==> src/rtl/microwire_seq.sv <==
// Microwire (93xx serial EEPROM) frame sequencer: one command handshake runs a
// full CS/SK/DI frame, samples DO, and polls ready after self-timed cycles.
module microwire_seq #(
  parameter int unsigned ADDR_W      = 6,
  parameter int unsigned DATA_W      = 16,
  parameter int unsigned CLK_DIV     = 2,
  parameter int unsigned TIMEOUT_CYC = 20000
) (
  input  logic              clk,
  input  logic              rst,
  input  logic              cmd_valid,
  output logic              cmd_ready,
  input  logic [1:0]        cmd_op,
  input  logic [ADDR_W-1:0] cmd_addr,
  input  logic [DATA_W-1:0] cmd_wdata,
  output logic              rsp_valid,
  output logic [DATA_W-1:0] rsp_rdata,
  output logic              rsp_err,
  output logic              ee_cs,
  output logic              ee_sk,
  output logic              ee_di,
  input  logic              ee_do
);

  localparam int unsigned FRAME_W = 3 + ADDR_W + DATA_W;
  localparam int unsigned SR_W    = FRAME_W - 1;
  localparam int unsigned BIT_W   = $clog2(FRAME_W + 1);
  localparam int unsigned PH_W    = $clog2(2 * CLK_DIV + 1);
  localparam int unsigned TO_W    = $clog2(TIMEOUT_CYC + 1);

  localparam logic [BIT_W-1:0] LAST_ADDR = BIT_W'(2 + ADDR_W);
  localparam logic [BIT_W-1:0] LAST_FULL = BIT_W'(FRAME_W - 1);
  localparam logic [PH_W-1:0]  PH_LAST   = PH_W'(2 * CLK_DIV - 1);
  localparam logic [PH_W-1:0]  PH_HI     = PH_W'(CLK_DIV);
  localparam logic [TO_W-1:0]  TO_LAST   = TO_W'(TIMEOUT_CYC - 1);

  localparam logic [1:0] OP_EXT   = 2'b00;
  localparam logic [1:0] OP_WRITE = 2'b01;
  localparam logic [1:0] OP_READ  = 2'b10;
  localparam logic [1:0] OP_ERASE = 2'b11;

  typedef enum logic [2:0] {
    S_IDLE, S_SHIFT_OUT, S_SHIFT_IN, S_CS_GAP, S_POLL, S_DONE
  } state_t;

  state_t            state_q, state_d;
  logic [PH_W-1:0]   phase_q, phase_d;
  logic [BIT_W-1:0]  bit_q, bit_d;
  logic [BIT_W-1:0]  last_q, last_d;
  logic [SR_W-1:0]   sr_q, sr_d;
  logic [TO_W-1:0]   tcnt_q, tcnt_d;
  logic              is_read_q, is_read_d;
  logic              do_poll_q, do_poll_d;
  logic              err_q, err_d;
  logic              armed_q, armed_d;
  logic              cmd_ready_q, cmd_ready_d;
  logic              rsp_valid_q, rsp_valid_d;
  logic [DATA_W-1:0] rsp_rdata_q, rsp_rdata_d;
  logic              rsp_err_q, rsp_err_d;
  logic              cs_q, cs_d;
  logic              sk_q, sk_d;
  logic              di_q, di_d;

  // Remaining outgoing bits move up; DO samples enter at the bottom.
  logic [SR_W-1:0] sr_sh;
  assign sr_sh = {sr_q[SR_W-2:0], ee_do};

  // Command decode used at accept time.
  logic [1:0] ext_sel;
  logic       is_wral, is_eral, has_wdata;
  assign ext_sel   = cmd_addr[ADDR_W-1 -: 2];
  assign is_wral   = (cmd_op == OP_EXT) && (ext_sel == 2'b01);
  assign is_eral   = (cmd_op == OP_EXT) && (ext_sel == 2'b10);
  assign has_wdata = (cmd_op == OP_WRITE) || is_wral;

  always_ff @(posedge clk) begin
    if (rst) begin
      state_q     <= S_IDLE;
      phase_q     <= '0;
      bit_q       <= '0;
      last_q      <= '0;
      sr_q        <= '0;
      tcnt_q      <= '0;
      is_read_q   <= 1'b0;
      do_poll_q   <= 1'b0;
      err_q       <= 1'b0;
      armed_q     <= 1'b0;
      cmd_ready_q <= 1'b1;
      rsp_valid_q <= 1'b0;
      rsp_rdata_q <= '0;
      rsp_err_q   <= 1'b0;
      cs_q        <= 1'b0;
      sk_q        <= 1'b0;
      di_q        <= 1'b0;
    end else begin
      state_q     <= state_d;
      phase_q     <= phase_d;
      bit_q       <= bit_d;
      last_q      <= last_d;
      sr_q        <= sr_d;
      tcnt_q      <= tcnt_d;
      is_read_q   <= is_read_d;
      do_poll_q   <= do_poll_d;
      err_q       <= err_d;
      armed_q     <= armed_d;
      cmd_ready_q <= cmd_ready_d;
      rsp_valid_q <= rsp_valid_d;
      rsp_rdata_q <= rsp_rdata_d;
      rsp_err_q   <= rsp_err_d;
      cs_q        <= cs_d;
      sk_q        <= sk_d;
      di_q        <= di_d;
    end
  end

  always_comb begin
    state_d     = state_q;
    phase_d     = phase_q;
    bit_d       = bit_q;
    last_d      = last_q;
    sr_d        = sr_q;
    tcnt_d      = tcnt_q;
    is_read_d   = is_read_q;
    do_poll_d   = do_poll_q;
    err_d       = err_q;
    armed_d     = armed_q;
    cmd_ready_d = cmd_ready_q;
    rsp_valid_d = 1'b0;
    rsp_rdata_d = rsp_rdata_q;
    rsp_err_d   = 1'b0;
    cs_d        = cs_q;
    sk_d        = sk_q;
    di_d        = di_q;

    case (state_q)
      S_IDLE: begin
        if (cmd_valid) begin
          state_d     = S_SHIFT_OUT;
          phase_d     = '0;
          bit_d       = '0;
          last_d      = (has_wdata || cmd_op == OP_READ) ? LAST_FULL : LAST_ADDR;
          sr_d        = {cmd_op, cmd_addr, has_wdata ? cmd_wdata : DATA_W'(0)};
          is_read_d   = (cmd_op == OP_READ);
          do_poll_d   = has_wdata || is_eral || (cmd_op == OP_ERASE);
          err_d       = 1'b0;
          cmd_ready_d = 1'b0;
          cs_d        = 1'b1;
          sk_d        = 1'b0;
          di_d        = 1'b1;
        end
      end

      S_SHIFT_OUT, S_SHIFT_IN: begin
        if (phase_q == PH_LAST) begin
          sr_d    = sr_sh;
          phase_d = '0;
          sk_d    = 1'b0;
          if (bit_q == last_q) begin
            cs_d = 1'b0;
            di_d = 1'b0;
            if (do_poll_q) begin
              state_d = S_CS_GAP;
            end else begin
              state_d     = S_DONE;
              rsp_valid_d = 1'b1;
              rsp_err_d   = err_q;
              if (is_read_q) rsp_rdata_d = sr_sh[DATA_W-1:0];
            end
          end else begin
            bit_d = bit_q + BIT_W'(1);
            di_d  = sr_q[SR_W-1];
            // The dummy 0 from the EEPROM arrives on the last address bit.
            if (is_read_q && bit_q == LAST_ADDR) begin
              state_d = S_SHIFT_IN;
              if (ee_do) err_d = 1'b1;
            end
          end
        end else begin
          phase_d = phase_q + PH_W'(1);
          sk_d    = (phase_q + PH_W'(1)) >= PH_HI;
        end
      end

      S_CS_GAP: begin
        if (phase_q == PH_LAST) begin
          state_d = S_POLL;
          cs_d    = 1'b1;
          armed_d = 1'b0;
          tcnt_d  = '0;
        end else begin
          phase_d = phase_q + PH_W'(1);
        end
      end

      S_POLL: begin
        // First CS-high cycle is not sampled; DO needs a cycle to reflect busy.
        if (!armed_q) begin
          armed_d = 1'b1;
        end else if (ee_do || tcnt_q == TO_LAST) begin
          state_d     = S_DONE;
          cs_d        = 1'b0;
          rsp_valid_d = 1'b1;
          rsp_err_d   = !ee_do;
        end else begin
          tcnt_d = tcnt_q + TO_W'(1);
        end
      end

      S_DONE: begin
        state_d     = S_IDLE;
        cmd_ready_d = 1'b1;
      end

      default: begin
        state_d     = S_IDLE;
        cmd_ready_d = 1'b1;
        cs_d        = 1'b0;
        sk_d        = 1'b0;
        di_d        = 1'b0;
      end
    endcase
  end

  assign cmd_ready = cmd_ready_q;
  assign rsp_valid = rsp_valid_q;
  assign rsp_rdata = rsp_rdata_q;
  assign rsp_err   = rsp_err_q;
  assign ee_cs     = cs_q;
  assign ee_sk     = sk_q;
  assign ee_di     = di_q;

endmodule

==> config.mk <==
export PLATFORM = sky130hd
export DESIGN_NAME = microwire_seq
export DESIGN_NICKNAME = d
export VERILOG_FILES = /design/src/rtl/microwire_seq.sv
export SDC_FILE = /design/constraint.sdc
export NUM_CORES = 1
export LEC_CHECK = 0
export ABC_CLOCK_PERIOD_IN_PS = 2000
export BUFFER_PORTS_ARGS = -buffer_cell sky130_fd_sc_hd__buf_4
export CORE_AREA = 2 2 136 85
export DETAILED_ROUTE_END_ITERATION = 10
export DIE_AREA = 0 0 138 87
export GPL_TIMING_DRIVEN = 0
export HOLD_SLACK_MARGIN = 0.1
export PLACE_DENSITY = 0.52
export REMOVE_ABC_BUFFERS = 1
export SYNTH_ARGS = -nofsm -noshare
export SYNTH_HDL_FRONTEND = slang
export SYNTH_SLANG_ARGS = --single-unit
==> constraint.sdc <==
create_clock -name clk -period 2 [get_ports clk]
set_input_delay 0.5 -clock clk [delete_from_list [all_inputs] [get_ports clk]]
set_output_delay 0.5 -clock clk [all_outputs]
set_load 0.05 [all_outputs]
After elaboration in Yosys (flattened, before gate mapping)
Cells that the tools add are included.
{ "classes": {"n_reduce_logical": 30, "n_eq_ne": 26, "addsub": 3, "n_bitwise": 4, "n_mux": 59, "n_lt_le_gt_ge": 1} }
{ "op_table": {"columns": ["cell", "count"], "rows": [
  ["$mux W24", 2],
  ["$pmux W24 S2", 1],
  ["$mux W15", 3],
  ["$mux W3", 11],
  ["$pmux W15 S2", 1],
  ["$mux W1", 25],
  ["$ne A2 B2 Y1 const B", 11],
  ["$mux W5", 4],
  ["$mux W16", 1],
  ["$add A15 B1 Y15 const B", 1],
  ["$eq A15 B15 Y1 const B", 1],
  ["$pmux W3 S4", 1],
  ["$reduce_and A6 Y1", 2],
  ["$pmux W1 S2", 5],
  ["$pmux W5 S2", 1],
  ["$eq A3 B2 Y1 const B", 3],
  ["$pmux W3 S3", 1],
  ["$reduce_and A3 Y1", 3],
  ["$reduce_and A2 Y1", 4],
  ["$reduce_and A4 Y1", 2],
  ["$reduce_and A7 Y1", 1],
  ["$eq A2 B2 Y1 const B", 3],
  ["$eq A3 B3 Y1 const B", 2],
  ["$pmux W1 S3", 2],
  ["other kinds (21)", 32]
]} }
{ "word_totals": {"input_bits": 28, "reg_bits": 81, "out_inout_bits": 22, "elab_cells": 140} }

Logic depth before layout (Yosys ltp)
{ "depth": {"depth_word": 6, "mapped_depth": 8, "mapped_depth_nobuf": 7} }

Least setup slack after synthesis
OpenSTA, ideal clock, no wires.
{ "synth_path": {"kind": "reg-to-reg", "startpoint": "reg tcnt_q[6]", "endpoint": "reg cs_q, in the netlist ee_cs", "synth_period_minus_slack_ps": 2175, "setup_ps": 116, "t_arrival_ps": 2059, "path_buffers": 0, "required_time_ps": 1884, "path_stages_with_launch": 6, "path_slack_ps": -175, "path_cell_list": "dfxtp_1 -> or4b_4 -> or4_4 -> a211oi_4 -> a21oi_1 -> a31o_2"} }
{ "synth_via": {"elab_chain_len": 4} }
{ "synth_lines": {"columns": ["element", "line_no", "rtl"], "rows": [
  ["start: declaration", "51", "logic [TO_W-1:0] tcnt_q, tcnt_d;"],
  ["start signal: assignment", "101", "tcnt_q <= tcnt_d;"],
  ["$eq A15 B15 Y1", "199", "end else if (ee_do || tcnt_q == TO_LAST) begin"],
  ["$logic_or A1 B1 Y1", "199", null],
  ["$ne A2 B2 Y1 (no source line)", null, null],
  ["$reduce_and A7 Y1 (no source line)", null, null],
  ["end signal: assignment", "110", "cs_q <= cs_d;"],
  ["end: declaration", "60", "logic cs_q, cs_d;"]
]} }
No other way between the ends.
A chain may end at the register's enable or synchronous reset.

Final worst setup path
{ "layout_path": {"startpoint": "reg tcnt_q[12]", "endpoint": "reg cs_q, in the netlist ee_cs"} }
Same word-level chain as after synthesis.

==> results by group <==
Clock tree
  • Clock Pin Slew Worst Setup and Hold Paths: 0.06 ns
  • Hold_buf cts: 0
  • Clock Tree Buf Depth: 2
  • Worst-Skew Late Latency: 0.34 ns
  • CTS sink cnt: between 70 and 80
  • CTS tree: done
  • Number of buffers created by CTS: 9
  • CTS Root Cell: clkbuf_16
  • H-tree depth: 3

Routing
  • Post-route ant nets: 0
  • DR vias: about 3400
  • Routed len/inst: 15.7 um
  • Post-Route WL: 10100 um
  • 1st-iter DRT viols: 243
  • DRC viols: 0
  • Pre-Repair DR Iteration Count: 4
  • Via/cell ratio: 5.26

Min path
  • Worst min-delay path category: in2reg

Synth
  • Mapped Area: ~0.0037 mm^2
  • Mapped Cells: 428
  • YS warnings: 0
  • Synth Area per Inst: 8.55 um^2
  • Number of synthesized flops with an enable pin: 0
  • Synth Register Bits: 78
  • Sequential area share after synthesis: 42.7%
  • Post-synth top flop: dfxtp_1
  • Unique masters post-synth: 56
  • Ys async rst share: 0%

Final layout
  • Finished Cell Area: 0.00497 mm^2
  • Most common cell after layout, fill and taps aside: buf_4
  • Most frequent cells in the layout: buf_4 (78), dfxtp_1 (69), nor2_1 (65)
  • Area Growth Syn to Fin: 35.7%
  • Share of layout cells above drive strength 1: 30.3%
  • Nets: 531
  • N_diodes: 0

Timing
  • RSZ-0062 raised after global routing: yes
  • Worst-Margin Slew: 0.680 ns
  • Rel. slew slack: a little over half
  • Accumulated negative setup slack: -2.13 ns
  • Fin. Hold Viols: 0
  • Tcrit/Tclk final: 115%
  • Fmax achieved: between 400 and 500 MHz
  • Fin Clk Skew: 0.00647 ns
  • Setup-failing EPs final: 13
  • Fin crit period: ~2.3 ns
  • Slew Limit Fails: 0
  • Final worst slack: -0.290 ns

Pwr
  • Power per cell area: roughly 1200 mW/mm^2
  • P_leak: about 2.0 nW
  • Worst IR Drop VDD: 0.597 mV
  • Total power: 6.03 mW

GRT
  • GRT Overall Usage: 16.8%
  • Initial antenna violation count: 0
  • GRT overflow: 0
  • Vias in the first global route: 3044
  • First-pass GRT wire length: 16100 um
  • Largest net degree at the start of global routing: 62

Place
  • DP HPWL: 6230 um
  • Place WS: -1.61 ns
  • Port Buffers: 49
  • Final Wtd Congestion: 0.786
  • Placement-stage cell area: 0.00416 mm^2

Outcome
  • Status: complete, but fails checks
  • Failing checks: setup timing

Critical path
  • Critical path endpoint category: flop
  • CP Class: reg2reg
  • Critical Path RT: between 2 and 2.5 ns
  • Worst EP arrival: 2.53 ns
  • Crit Path Max Fanout: 7
  • Worst setup SP type: flop

Die
  • Die height: 87 um
  • # IOs: 50
  • Die width: 138 um
  • Die ar.: around 0.012 mm^2
  • Initial Utilization: ~34%
  • Total core area: 0.0109 mm^2
  • Rows: 30

Run
  • Max-Cap Viols: 0
-- cells by family after synthesis --
| family | Yosys count | synth area share [%] |
|---|---|---|
| AO/OA/AOI/OAI | 92 | 18.3 |
| XOR/XNOR | 13 | 3.11 |
| adder cells (fa/ha/maj) | 7 | 2.39 |
| buffers and inverters | 41 | 4.31 |
| flip-flops | 78 | 42.7 |
| multiplexers | 20 | 5.47 |
| AND/OR/NAND/NOR | 177 | 23.8 |
-- layer usage --
metal | up-vias | global-route usage, % | part of all wire [%]
li1 | 1687 | - | -
met1 | 1634 | 24.8 | 53
met2 | 64 | 23.9 | 41
met3 | 8 | 4.56 | 4.9
met4 | 0 | 5.01 | 1.1
met5 | - | 0 | 0
-- repair_timing --
| action | CTS | global route |
|---|---|---|
| setup endpoints to repair | 69 | 62 |
| endpoints found under the hold margin | 0 | 0 |
| buffers inserted | 18 | 14 |
| gates cloned | 1 | 1 |
| pin swaps | 13 | 14 |
| resized for setup | 25 | 28 |
-- stage by stage --
step           std cells  utilization (%)  hold WS, ns
6_report             645             45.6        0.439
3_5_place_dp         595             38.2        0.462
2_1_floorplan        399                -        0.437
3_3_place_gp         592             37.6        0.458
5_1_grt              645             45.6        0.440
4_1_cts              630             43.2        0.433
-- state kept, by name, indices dropped and copies added (netlist names) --
signal	flops
ee_sk	1
phase_q	3
armed_q	1
sr_q	24
do_poll_q	1
is_read_q	1
state_q	3
err_q	1
ee_di	1
cmd_ready	1
bit_q	5
last_q	2
rsp_rdata	16
tcnt_q	15
rsp_err	1
ee_cs	1
rsp_valid	1
-- worst paths after layout --
path                    to   startpoint  slack [ns]  cells past startpoint
setup reg to reg     ee_cs   tcnt_q[12]       -0.29                      5
setup / recovery     ee_cs   tcnt_q[12]       -0.29                      5
hold / removal    sr_q[18]  cmd_addr[2]        0.44                      3
hold reg to reg      err_q        err_q        0.47                      2
-- cell usage after synthesis (3+ instances only) --
master,n,share of area [%]
dfxtp_1,78,43
nor2_1,68,7.0
nand2_1,35,3.6
a21oi_1,26,3.6
clkbuf_1,24,2.5
nor3_1,24,3.3
mux2i_1,20,5.5
a221oi_1,17,4.1
inv_1,12,1.2
o21ai_0,10,1.4
a311oi_1,9,2.2
xnor2_1,9,2.2
nand3_1,8,1.1
or3_1,8,1.4
ha_1,7,2.4
nand4_1,6,1.0
a211oi_1,4,0.82
xor2_1,4,0.96
and3_1,3,0.51
buf_2,3,0.41
nand2b_1,3,0.51
nor4_1,3,0.51
nor4b_1,3,0.72
-- critical path: stages (launching register included) --
cell      delay [ns]
dfxtp_1         0.33
or4b_4          0.52
or4_4           0.55
a211oi_4        0.40
a21oi_1         0.14
a31o_2          0.24
-- power by group --
group	switching, mW	total (mW)	internal [mW]
Clock	0.684	1.65	0.968
Sequential	0.237	2.06	1.82
Combinational	1.37	2.32	0.944
Total	2.29	6.03	3.74
-- final cells by class --
| class | count | area, um^2 |
|---|---|---|
| Multi-Input combinational cell | 310 | 2160 |
| Fill cell | 1074 | 5920 |
| Clock inverter | 7 | 75.1 |
| Tap cell | 144 | 180 |
| Clock buffer | 9 | 225 |
| Timing Repair Buffer | 85 | 694 |
| Inverter | 12 | 45.0 |
| Sequential cell | 78 | 1580 |
Note: power is estimated with default switching activity, not from simulation.
